--- src/rtl/rr_mux8.sv ---
// Eight-channel round-robin multiplexer with a registered valid/ready output stage.
// Define RR_MUX8_FIXED_PRIO_EN for fixed lowest-index-first priority instead of round-robin.
module rr_mux8 #(
  parameter int WIDTH = 8
) (
  input  logic               clk,
  input  logic               rst,
  input  logic               en,
  input  logic [7:0]         in_valid,
  input  logic [8*WIDTH-1:0] in_data,
  output logic [7:0]         in_ready,
  output logic               out_valid,
  output logic [WIDTH-1:0]   out_data,
  output logic [2:0]         out_sel,
  input  logic               out_ready
);

  logic             load;
  logic             grant_valid;
  logic [2:0]       grant;
  logic [2:0]       base;
  logic [2:0]       idx;
  logic [WIDTH-1:0] grant_data;

`ifdef RR_MUX8_FIXED_PRIO_EN
  assign base = '0;
`else
  logic [2:0] ptr;

  always_ff @(posedge clk) begin
    if (rst) begin
      ptr <= '0;
    end else if (load && grant_valid) begin
      ptr <= grant + 3'd1;
    end
  end

  assign base = ptr;
`endif

  assign load = en & ~rst & (~out_valid | out_ready);

  // Scan from base upward (mod 8); the first requester found wins.
  always_comb begin
    grant_valid = 1'b0;
    grant       = '0;
    idx         = '0;
    for (int unsigned i = 0; i < 8; i++) begin
      idx = base + 3'(i);
      if (!grant_valid && in_valid[idx]) begin
        grant_valid = 1'b1;
        grant       = idx;
      end
    end
  end

  always_comb begin
    grant_data = in_data[grant*WIDTH +: WIDTH];
    in_ready   = '0;
    if (load && grant_valid) begin
      in_ready = 8'b1 << grant;
    end
  end

  always_ff @(posedge clk) begin
    if (rst) begin
      out_valid <= 1'b0;
      out_data  <= '0;
      out_sel   <= '0;
    end else if (load && grant_valid) begin
      out_valid <= 1'b1;
      out_data  <= grant_data;
      out_sel   <= grant;
    end else if (out_valid && out_ready) begin
      out_valid <= 1'b0;
    end
  end

endmodule

--- config.mk ---
export PLATFORM = sky130hd
export DESIGN_NAME = rr_mux8
export DESIGN_NICKNAME = d
export VERILOG_FILES = /design/src/rtl/rr_mux8.sv
export SDC_FILE = /design/constraint.sdc
export NUM_CORES = 1
export LEC_CHECK = 0
export CORE_UTILIZATION = 45
export CTS_BUF_LIST = sky130_fd_sc_hd__clkbuf_4
export DETAILED_ROUTE_END_ITERATION = 16
export PLACE_DENSITY = 0.83
export SYNTH_ARGS = -nofsm -noshare
export SYNTH_HDL_FRONTEND = slang
export SYNTH_SLANG_ARGS = --single-unit
--- constraint.sdc ---
create_clock -name clk -period 6.3 [get_ports clk]
set_input_delay 0.945 -clock clk [delete_from_list [all_inputs] [get_ports clk]]
set_output_delay 0.945 -clock clk [all_outputs]
set_load 0.01 [all_outputs]
**After elaboration in Yosys (flattened, before gate mapping)**

Index checks and enable logic that the tools add are counted.

- Memory bits (writable): 0
- Memory bits (read-only): 0
- Bits in latches: 0
- Memories: 0
- Bits in registers: 15

- Multiplexer cells: 35
- Bitwise gates (word level): 5
- Magnitude comparators: 8
- $mul: 0
- $add $sub $neg: 8
- Shift operators: 2
- Reduce and logical (&&, ||, !) cells: 17
- Divide/modulo/power cells: 0
- Equality and inequality tests: 0

Operators by type and width:

| operator | number |
|---|---|
| $shiftx 64x7->8 | 1 |
| $lt 3x4->1 const B | 8 |
| $bmux 1 s3 | 8 |
| $mux 3 | 8 |
| $mux 1 | 18 |
| $add 3x3->3 const B | 4 |
| $logic_and 1x1->1 | 9 |
| $mux 8 | 1 |
| $shl 1x3->8 const A | 1 |
| $logic_not 1->1 | 7 |
| $add 3x1->3 const B | 2 |
| $add 3x2->3 const B | 2 |
| $and 1x1->1 | 2 |
| $not 1->1 | 2 |
| $reduce_bool 2->1 | 1 |
| $or 1x1->1 | 1 |

**Depth between registers and ports, before layout**

- Depth after elaboration: 26
- Gate-level depth with buffers: 20

**Worst setup path before layout**

Ideal clock, no wire load.

- Path kind: reg2out
- From: register ptr[0], in the netlist base[0]
- To: output in_ready[7]
- Path slack: 1.370 ns
- Buffers on the path: 8
- Data arrival time: 3.985 ns
- Stages on the path, launching flop included: 20
- Path through: dfxtp_1 -> buf_6 -> buf_2 -> buf_2 -> inv_1 -> ha_1 -> buf_2 -> buf_2 -> mux4_1 -> mux2_4 -> nor4_4 -> nand2_2 -> o22a_1 -> buf_6 -> a21o_1 -> buf_6 -> buf_2 -> nor2_1 -> ha_1 -> and2_1

- Cells in the longest elaborated chain, start to end: 26
- Elaborated cells between the ends (all ways): 56

RTL lines:

| element | RTL line | source |
|---|---|---|
| start: declaration | 28 | `logic [2:0] ptr;` |
| start signal: assignment | 34 | `ptr <= grant + 3'd1;` |
| branches (longest 25 deep; another with $add 3x1->3) | - |  |
| $mux 8 * | 60 | `if (load && grant_valid) begin` |
| end: declaration | 11 | `output logic [7:0] in_ready,` |

Mark *: on every way between the ends. The select of a mux whose other input is x is not followed.

**Worst setup path in the final report**

- From: register ptr[1], in the netlist base[1]
- To: output in_ready[7]

The elaborated chain is that of the path after synthesis.

==> flow_summary_export.csv <==
group,metric,value,unit
place,gp_congestion,0.8786,
setup_path,critPathRequiredTime,5.35,ns
setup_path,path_max_fanout,17,
synthesis,synth-seq-cells,15,
cells_and_area,fillers,409,
setup_path,reg2reg_setup_slack,1.65,ns
clock_tree,cts_hold_buf,0,
synthesis,synth-seq-area-share,12.81,%
cells_and_area,layout_commonest_cell,"clkdlybuf4s50_1",
sta,rsz0062_at_grt,"false",
worst_hold_path,min_path_cells,2,
cells_and_area,final_cell_mix,"95 x clkdlybuf4s50_1, 36 x mux2i_1, 16 x nand2_1",
power,p_sw_share,44.42,%
clock_tree,cts_root_buffer,"clkbuf_4",
detailed_routing,drt_iter0_markers,143,
floorplanning,core,0.004880,mm²
global_route,grt_pass1_wl,11.00,mm
setup_path,worstPathCellList,"clkinv_1, ha_1, mux4_2, mux2_2, nor4_4, nand2_2, o22a_1, a21o_1, nor2_1, ha_1, and2_1, clkdlybuf4s50_1",
synthesis,ys.warnings.count,0,
flow_run,max_cap_violations,0,
clock_tree,numCtsBuffers,3,
synthesis,netlist_instances,259,
floorplanning,die_area,0.005500,mm²
detailed_routing,route.detailed.drc,0,
cells_and_area,fin_nets,419,
floorplanning,num_io_pins,96,
setup_path,worstSetupPathType,"reg -> out",
setup_path,cp-end-kind,"primary output",
place,dpl.hpwl,5.473,mm
detailed_routing,wl_met2,3.623,mm
setup_path,rr_worst_depth,12,
synthesis,synth_top_area_share,15.38,%
place,pre_cts_ws,0.7147,ns
setup_path,cp-start-kind,"flip-flop",
worst_hold_path,worstHoldEndpoint,"out_sel[2]",
global_route,grt_overflow_total,0,
detailed_routing,drt-met1-wl,2.938,mm
power,p_seq_share,17.5,%
synthesis,synthXorXnorAreaFrac,1.121,%
clock_tree,cts_sinks,15,
setup_path,cp_slowest_cell,"ha_1",
sta,max_slew.worst_pin.slew,1.088,ns
synthesis,synthesis.nets,338,
synthesis,synthMuxAreaShare,34.28,%
global_route,grt_pass1_vias,2293,
sta,finalHoldViolations,0,
sta,setup_violations,0,
worst_hold_path,hold_start,"out_sel[2]",
synthesis,synth_compound_area_share,29.85,%
detailed_routing,post_drt_wl_per_cell,17.11,µm
clock_tree,postCtsSetupBuffers,0,
detailed_routing,first_pass_iters,4,
cells_and_area,drive_gt1_share,8.555,%
clock_tree,tritoncts,"done",
power,leakagePower,1.269,nW
sta,drv_slew,0,
floorplanning,initial_core_util,48.03,%
power,p_clk_share,7.6,%
synthesis,synth_area,0.002343,mm²
floorplanning,die-height,74.17,µm
power,power_density,221.6,mW/mm²
detailed_routing,met3_length,356,µm
sta,fmax,174.4,MHz
detailed_routing,wl,6.947,mm
synthesis,synth_adder_area_share,1.602,%
setup_path,crit_path_max_incr_delay,0.78,ns
synthesis,synthFlopType,"dfxtp_1",
global_route,grt_max_degree,40,
synthesis,synth_edf_count,0,
place,io_buffers,95,
sta,setup_ws,0.5659,ns
worst_hold_path,hold_path_class,"reg -> reg",
cells_and_area,syn2layout_area_growth,40.79,%
floorplanning,die_x,74.17,µm
global_route,grt.total_usage,25.35,%
clock_tree,cts_resized,0,
clock_tree,clock_path_buffers,2,
detailed_routing,top_layer_used,"met4",
power,p_sw,0.0003248,W
setup_path,r2r_end,"out_data[7]",
sta,fin_crit,5.734,ns
setup_path,reg2reg_from,"base[1]",
setup_path,cp.arrival,4.79,ns
power,p_int,0.0004064,W
setup_path,cpMostUsedCell,"ha_1",
cells_and_area,antennaDiodeCount,0,
synthesis,synth_cell_types,59,
power,comb_power_share,74.8,%
synthesis,async_flop_share,0,%
clock_tree,clock_latency,0.29,ns
synthesis,synth_top_family_by_area,"multiplexers",
synthesis,synthTopCellsByArea,"mux2i_1 15%, dfxtp_1 13%, mux4_2 8.6%",
run_status,status,"finished clean",
clock_tree,path_clk_slew,0.09,ns
synthesis,avgSynthCellArea,9.048,µm²
detailed_routing,num_vias,2502,
sta,finalSetupTns,0,ns
power,ir_worst_vdd,156.9,µV
global_route,antenna_found_initial,0,
synthesis,synthSimpleGateAreaFrac,13.88,%
detailed_routing,antenna_left,0,
sta,skew,0.002783,ns
detailed_routing,routed_via_density,6.163,
synthesis,synth_top_cell_by_area,"mux2i_1",
sta,slew_headroom,27.42,%
clock_tree,htreeDepth,1,
sta,post-route-period-util,91.02,%
floorplanning,num_rows,25,
## registers in the layout (all words and copies together), names as in the netlist
name and count:
base 3, out_data 8, out_sel 3, out_valid 1
## worst max-delay path: cells and delay by family, from the launching register on
kind	cells	cell delay, ns
AND/OR/NAND/NOR	4	0.65
multiplexers	2	1.02
adder cells (fa/ha/maj)	2	0.92
AO/OA/AOI/OAI	2	0.80
flip-flops	1	0.34
buffers and inverters	2	0.76
## layer usage
| layer | global-route usage, % | vias to the layer above |
|---|---|---|
| li1 | - | 1202 |
| met1 | 35.01 | 1200 |
| met2 | 43.43 | 96 |
| met3 | 3.117 | 4 |
| met4 | 2.991 | 0 |
| met5 | 0 | - |
## cell type report
cell class	instances	area [µm²]	area share, %
Clock buffer	3	22.52	0.6826
Multi-Input combinational cell	216	1892	57.34
Tap cell	67	83.83	2.541
Timing Repair Buffer	98	973.4	29.50
Sequential cell	15	300.3	9.101
Inverter	6	22.52	0.6826
Clock inverter	1	5.005	0.1517
## how the worst max path moves through the flow
stage             endpoint        start  depth (start not counted)
2_1_floorplan  in_ready[7]      base[0]                         19
3_3_place_gp   in_ready[7]  in_valid[2]                         11
3_5_place_dp   in_ready[7]  in_valid[2]                         11
4_1_cts        in_ready[7]      base[1]                         12
5_1_grt        in_ready[7]      base[1]                         12
6_report       in_ready[7]      base[1]                         12
## power groups by stage
stage | clock network, W | logic, W | registers (W)
2_1_floorplan | 0 | 0.000399 | 0.000134
3_3_place_gp | 0 | 0.000533 | 0.000129
3_5_place_dp | 0 | 0.000542 | 0.000129
4_1_cts | 0.0000565 | 0.000543 | 0.000128
5_1_grt | 0.0000622 | 0.000591 | 0.000131
6_report | 0.0000558 | 0.000547 | 0.000128
## per-stage QoR
| stage | std cells | hold slack, ns | utilization [%] | instance area, µm² | power, W |
|---|---|---|---|---|---|
| final | 406 | 0.4725 | 67.62 | 3299 | 0.0007312 |
| after global placement | 402 | 0.4454 | 67.05 | 3272 | 0.0006615 |
| after global routing | 406 | 0.5071 | 67.62 | 3299 | 0.0007842 |
| after floorplan | 259 | 0.4805 | - | 2344 | 0.0005323 |
| after detailed placement | 402 | 0.4588 | 67.05 | 3272 | 0.0006703 |
| after CTS | 406 | 0.4713 | 67.62 | 3299 | 0.0007272 |
## Yosys cell counts (7+ instances only)
cell type	count
nor2_1	12
clkbuf_1	7
buf_2	7
mux2_1	10
a221o_1	8
mux2i_1	36
a21oi_1	9
nand2_1	16
a22oi_1	9
a22o_1	8
o221ai_1	9
dfxtp_1	15
nor2b_1	10
a221oi_1	8
mux4_2	9
## cells by family (layout without fill, tap and decap cells)
kind of cell    after synthesis  count (layout)
compound gates               87              87
xor+xnor                      3               3
fa+ha+maj                     3               3
buf+inv                      28             108
flops                        15              15
mux                          63              63
simple gates                 60              60
Note: power is estimated with default switching activity, not from simulation.
